==> src/rtl/ota_trim_cal_ctrl.sv <==
// OTA offset-trim calibrator: input short, SAR search over the trim code with majority-voted
// comparator decisions, then RUN with the result. Optional macro: OTA_CAL_PERIODIC_EN (auto-recal).
module ota_trim_cal_ctrl #(
  parameter int TRIM_W     = 6,
  parameter int SETTLE_CYC = 8,
  parameter int NSAMP      = 3
`ifdef OTA_CAL_PERIODIC_EN
  , parameter int PERIOD   = 4096
`endif
) (
  input  logic              clk,
  input  logic              rst_n,
  input  logic              ena,
  input  logic              cal_start,
  input  logic              cmp_in,
  output logic [TRIM_W-1:0] trim_code,
  output logic              ota_en,
  output logic              in_short,
  output logic              cal_busy,
  output logic              cal_done,
  output logic              cal_fail
);

  localparam int CNT_MAX = (SETTLE_CYC > NSAMP) ? SETTLE_CYC : NSAMP;
  localparam int CNT_W   = $clog2(CNT_MAX + 1);
  localparam int ONES_W  = $clog2(NSAMP + 1);
  localparam int BIT_W   = (TRIM_W > 1) ? $clog2(TRIM_W) : 1;
  localparam logic [TRIM_W-1:0] MIDSCALE = {1'b1, {(TRIM_W-1){1'b0}}};

  typedef enum logic [2:0] {
    S_IDLE, S_SHORT, S_TRIAL, S_SAMPLE, S_DECIDE, S_RUN
  } state_t;

  state_t              state_q, state_next;
  logic [1:0]          sync_q;
  logic                cmp_sync;
  logic [CNT_W-1:0]    cnt_q;
  logic [ONES_W-1:0]   ones_q;
  logic [BIT_W-1:0]    bit_q, bit_next;
  logic [TRIM_W-1:0]   trim_q, trim_next;
  logic                fail_q, fail_next;
  logic                recal;

  assign cmp_sync = sync_q[1];

`ifdef OTA_CAL_PERIODIC_EN
  localparam int PER_W = (PERIOD > 1) ? $clog2(PERIOD) : 1;
  logic [PER_W-1:0] per_q;

  // Counts RUN cycles only; any other state holds it at zero so RUN entry starts fresh.
  always_ff @(posedge clk or negedge rst_n) begin
    if (!rst_n)                per_q <= '0;
    else if (state_q != S_RUN) per_q <= '0;
    else                       per_q <= per_q + 1'b1;
  end

  assign recal = (per_q == PER_W'(PERIOD - 1));
`else
  assign recal = 1'b0;
`endif

  always_comb begin
    state_next = state_q;
    trim_next  = trim_q;
    fail_next  = fail_q;
    bit_next   = bit_q;
    case (state_q)
      S_IDLE, S_RUN: begin
        if (cal_start || (state_q == S_RUN && recal)) begin
          state_next = S_SHORT;
          trim_next  = '0;
          fail_next  = 1'b0;
        end
      end
      S_SHORT: begin
        if (cnt_q == CNT_W'(SETTLE_CYC - 1)) begin
          state_next = S_TRIAL;
          bit_next   = BIT_W'(TRIM_W - 1);
          trim_next[TRIM_W-1] = 1'b1;
        end
      end
      S_TRIAL: begin
        if (cnt_q == CNT_W'(SETTLE_CYC - 1)) state_next = S_SAMPLE;
      end
      S_SAMPLE: begin
        if (cnt_q == CNT_W'(NSAMP - 1)) state_next = S_DECIDE;
      end
      S_DECIDE: begin
        // Majority high means the comparator says the trim is too large.
        if (ones_q > ONES_W'(NSAMP / 2)) trim_next[bit_q] = 1'b0;
        if (bit_q == '0) begin
          state_next = S_RUN;
          fail_next  = (trim_next == '0) || (trim_next == '1);
        end else begin
          state_next = S_TRIAL;
          bit_next   = bit_q - 1'b1;
          trim_next[bit_q - 1'b1] = 1'b1;
        end
      end
      default: state_next = S_IDLE;
    endcase
    // Disable wins over everything but keeps the last code and fail flag.
    if (!ena) begin
      state_next = S_IDLE;
      trim_next  = trim_q;
      fail_next  = fail_q;
      bit_next   = bit_q;
    end
  end

  always_ff @(posedge clk or negedge rst_n) begin
    if (!rst_n) begin
      state_q <= S_IDLE;
      sync_q  <= '0;
      cnt_q   <= '0;
      ones_q  <= '0;
      bit_q   <= '0;
      trim_q  <= MIDSCALE;
      fail_q  <= 1'b0;
    end else begin
      state_q <= state_next;
      sync_q  <= {sync_q[0], cmp_in};
      bit_q   <= bit_next;
      trim_q  <= trim_next;
      fail_q  <= fail_next;
      if (state_next != state_q || state_q == S_IDLE || state_q == S_RUN) cnt_q <= '0;
      else                                                                 cnt_q <= cnt_q + 1'b1;
      if (state_q != S_SAMPLE) ones_q <= '0;
      else if (cmp_sync)       ones_q <= ones_q + 1'b1;
    end
  end

  always_comb begin
    trim_code = trim_q;
    cal_fail  = fail_q;
    ota_en    = (state_q != S_IDLE);
    in_short  = (state_q != S_IDLE) && (state_q != S_RUN);
    cal_busy  = in_short;
    cal_done  = (state_q == S_RUN);
  end

endmodule

==> config.mk <==
export PLATFORM = sky130hd
export DESIGN_NAME = ota_trim_cal_ctrl
export DESIGN_NICKNAME = d
export VERILOG_FILES = /design/src/rtl/ota_trim_cal_ctrl.sv
export SDC_FILE = /design/constraint.sdc
export NUM_CORES = 1
export LEC_CHECK = 0
export ABC_AREA = 1
export CAP_MARGIN = 25
export CORE_MARGIN = 2
export CORE_UTILIZATION = 50
export CTS_BUF_LIST = sky130_fd_sc_hd__clkbuf_4 sky130_fd_sc_hd__clkbuf_8
export DETAILED_ROUTE_END_ITERATION = 8
export PLACE_DENSITY = 0.83
export SYNTH_ARGS = -nofsm -noshare
export SYNTH_HDL_FRONTEND = slang
export SYNTH_SLANG_ARGS = --single-unit
==> constraint.sdc <==
create_clock -name clk -period 2.3 [get_ports clk]
set_input_delay 0.46 -clock clk [delete_from_list [all_inputs] [get_ports clk]]
set_output_delay 0.46 -clock clk [all_outputs]
set_load 0.005 [all_outputs]
==> reports/qor_table.md <==
| Parameter | Value |
|:---|:---|
| Post-synthesis sequential area ratio | 38.6% |
| Clock root buffer master | sky130_fd_sc_hd__clkbuf_4 |
| Yosys cell types | 31 |
| Area contributors post-synth | sky130_fd_sc_hd__dfrtp_1, sky130_fd_sc_hd__nand2_1, sky130_fd_sc_hd__inv_1 |
| Final Hold Vio Count | 0 |
| Count of antenna-violating nets left after detailed routing | 0 |
| Largest buffer count on any clock path | 2 |
| Weighted congestion at the end of routability-driven global placement | 0.932 |
| Average routed wire per standard cell | 12.9 um |
| Maximum level of the CTS H-tree | 1 |
| Critical path class | reg -> out |
| Overall die area | 0.00317 mm^2 |
| Number of nets in the layout | 210 |
| Layout cells sized above 1 | 14.1% |
| Layout fillers | 228 |
| Startpoint kind of the worst setup timing path | flop |
| Clk pin slew, worst setup/hold paths | 0.11 ns |
| Top FF cell, synth | sky130_fd_sc_hd__dfrtp_1 |
| Synthesis warning total | 0 |
| Top-level port count | 16 |
| Post-Synthesis Cells | 182 |
| Count of max-cap constraint violations | 0 |
| Row count | 18 |
| Time the worst path needs with I/O delays and setup | 2.21 ns |
| Worst min path class | reg -> reg |
| Count of routing violations after the opening detailed-route iteration | 66 |
| Remaining DRCs | 0 |
| Total number of vias | 1233 |
| Met3 GRT Util | 5.53% |
| Core footprint | 0.00252 mm^2 |
| Final setup vio count | 0 |
| Most crowded layer after global routing | met2 |
| Syn Nets | 192 |
| Total CTS buffers | 3 |
| Maximum number of pins on one net before global-route repair | 22 |
| Number of placed cells counting well taps | 225 |
| Floorplan die height | 56.3 um |
| Share of flip-flops with an asynchronous set or reset | 100% |
| Number of buffer cells added on primary ports | 15 |
| Die W | 56.3 um |
| Hold-fix buffers at CTS | 0 |
| Critical path endpoint category | output port |
| Clock net sink count | 21 |
| Avg Inst Size Synth | 7.51 um^2 |
| Status | finished, final reports clean |
| WP data required | 1.84 ns |
| HPWL after DPL | 2360 um |
| Arrival time worst endpoint | 1.75 ns |
| Clock tree from TritonCTS | built |
| Wire length of the first global-routing pass | 5020 um |
| Leak Pwr | 0.000785 uW |
| Fin. max-slew vios | 0 |
| Area Overhead vs Synth | 14.7% |
| Final instance count without filler cells | 229 |
| Average vias per placed instance | 5.38 |
| Share of the clock period used by the worst path | 96.0% |
| Count of flip-flops with a built-in enable after synthesis | 0 |
| Worst slew margin relative to its limit | 73.8% |
| # diodes | 0 |
| Total power density per cell area | 459 mW/mm^2 |
| Library cell occupying the most area in the post-synthesis netlist | sky130_fd_sc_hd__dfrtp_1 |
| Initial Util | 54.2% |
| Worst vdd ir | 0.000475 V |
| Share of Yosys cell area claimed by the top area cell type | 36.6% |
| Most numerous cell types in the synthesized netlist | sky130_fd_sc_hd__nand2_1, sky130_fd_sc_hd__inv_1, sky130_fd_sc_hd__nor2_1 |
| Mapped cell area | 0.00137 mm^2 |
| Clock skew after layout | 0.0146 ns |
| Final routed wirelength across all metal layers | 2970 um |
| Measured slew at the worst slew-check pin | 0.392 ns |
| Setup tns final | 0 ns |
| Met2 Use GR | 37.1% |
| GRT overflow | 0 |
| Biggest fanout along the worst timing path | 8 |
| Final core utilization | 62.1% |
| Setup repair bufs after CTS | 0 |
| Max frequency | 0.453 GHz |
| Most frequent cell after synthesis | sky130_fd_sc_hd__nand2_1 |
| Unrepaired setup endpoints after global routing | no |
| Number of antenna violations at the first check in global routing | 0 |
| Number of synthesized register bits | 21 |
| Via count of the first global-routing pass | 1210 |
| Global-route track usage on met1 | 20.8% |
| Global-route total usage across every layer | 20.1% |
| Clock latency at the later pin of the worst-skew pair | 0.31 ns |
| Drt first pass iters | 4 |
| Cells resized by post-CTS repair | 0 |
==> metrics by stage <==
stage          instance area, um^2  hold WS [ns]  power, uW  setup WS [ns]
3_5_place_dp                  1540         0.335        532          0.353
3_3_place_gp                  1540         0.332        526          0.425
4_1_cts                       1570         0.362        723         0.0112
6_report                      1570         0.359        719         0.0921
5_1_grt                       1570         0.381        752         0.0119
2_1_floorplan                 1370         0.164        482          0.689
==> layer usage <==
metal	vias to the layer above	part of all wire [%]	routed length, um
met5	-	0	0
met4	0	2.7	81
met3	12	5.0	147
met2	38	54	1590
met1	575	39	1150
li1	608	-	-
==> where the power goes <==
group	switching, uW	internal, uW	total, uW
logic	72.4	54.5	127
clock network	115	79.5	194
registers	15.1	383	399
total	202	517	719
==> worst max-delay path, cell delays in order (launching register included) <==
cell	delay, ns
sky130_fd_sc_hd__dfrtp_1	0.60
sky130_fd_sc_hd__nor2_4	0.10
sky130_fd_sc_hd__nand2_2	0.10
sky130_fd_sc_hd__nand2_4	0.08
sky130_fd_sc_hd__inv_1	0.07
sky130_fd_sc_hd__clkdlybuf4s50_1	0.49
==> cell type report <==
cell class	count	area [um^2]	share of cell area, %
inverters	33	124	7.91
well taps	30	37.5	2.40
multi-input cells	125	689	44.0
clock buffers	4	30.0	1.92
flip-flops and latches	21	528	33.7
repair buffers	16	158	10.1
==> worst paths after layout <==
kind | start | to | slack [ns] | cells after the start
setup / recovery | state_q[0] | cal_busy | 0.09 | 5
hold / removal | sync_q[0] | sync_q[1] | 0.36 | 0
setup reg to reg | bit_q[0] | cnt_q[1] | 0.38 | 12
hold reg to reg | sync_q[0] | sync_q[1] | 0.36 | 0
max in group asynchronous | rst_n | trim_code[5] | 1.56 | 2
min in group asynchronous | rst_n | trim_code[3] | 0.47 | 2
==> cell usage in the layout, fill, tap and decap left out, drive strengths merged <==
cell           instances
nand2                 45
inv                   32
nor2                  30
dfrtp                 20
nand3                 16
clkdlybuf4s50         15
o21ai                  8
ha                     5
clkbuf                 4
nand4                  3
xnor2                  3
o22ai                  3
a31oi                  3
a21oi                  2
clkinv                 1
xor2                   1
nor3                   1
mux2i                  1
a22oi                  1
o31a                   1
a21boi                 1
o31ai                  1
buf                    1
dfstp                  1
==> cells by family (layout without fill, tap and decap cells) <==
logic type / count (synthesis) / in the layout / synth area share (%)
flip-flops: 21 / 21 / 38.6
XOR/XNOR: 4 / 4 / 2.56
buffers and inverters: 36 / 53 / 11.0
adder cells (fa/ha/maj): 5 / 5 / 4.58
AND/OR/NAND/NOR: 95 / 95 / 33.3
AO/OA/AOI/OAI: 20 / 20 / 9.25
multiplexers: 1 / 1 / 0.733
==> sequential cells by signal, summed over array words and instances, names as in the netlist <==
name	cells
ones_q	2
cnt_q	4
state_q	3
trim_code	6
bit_q	3
sync_q	2
cal_fail	1
(Power assumes the default switching activity.)
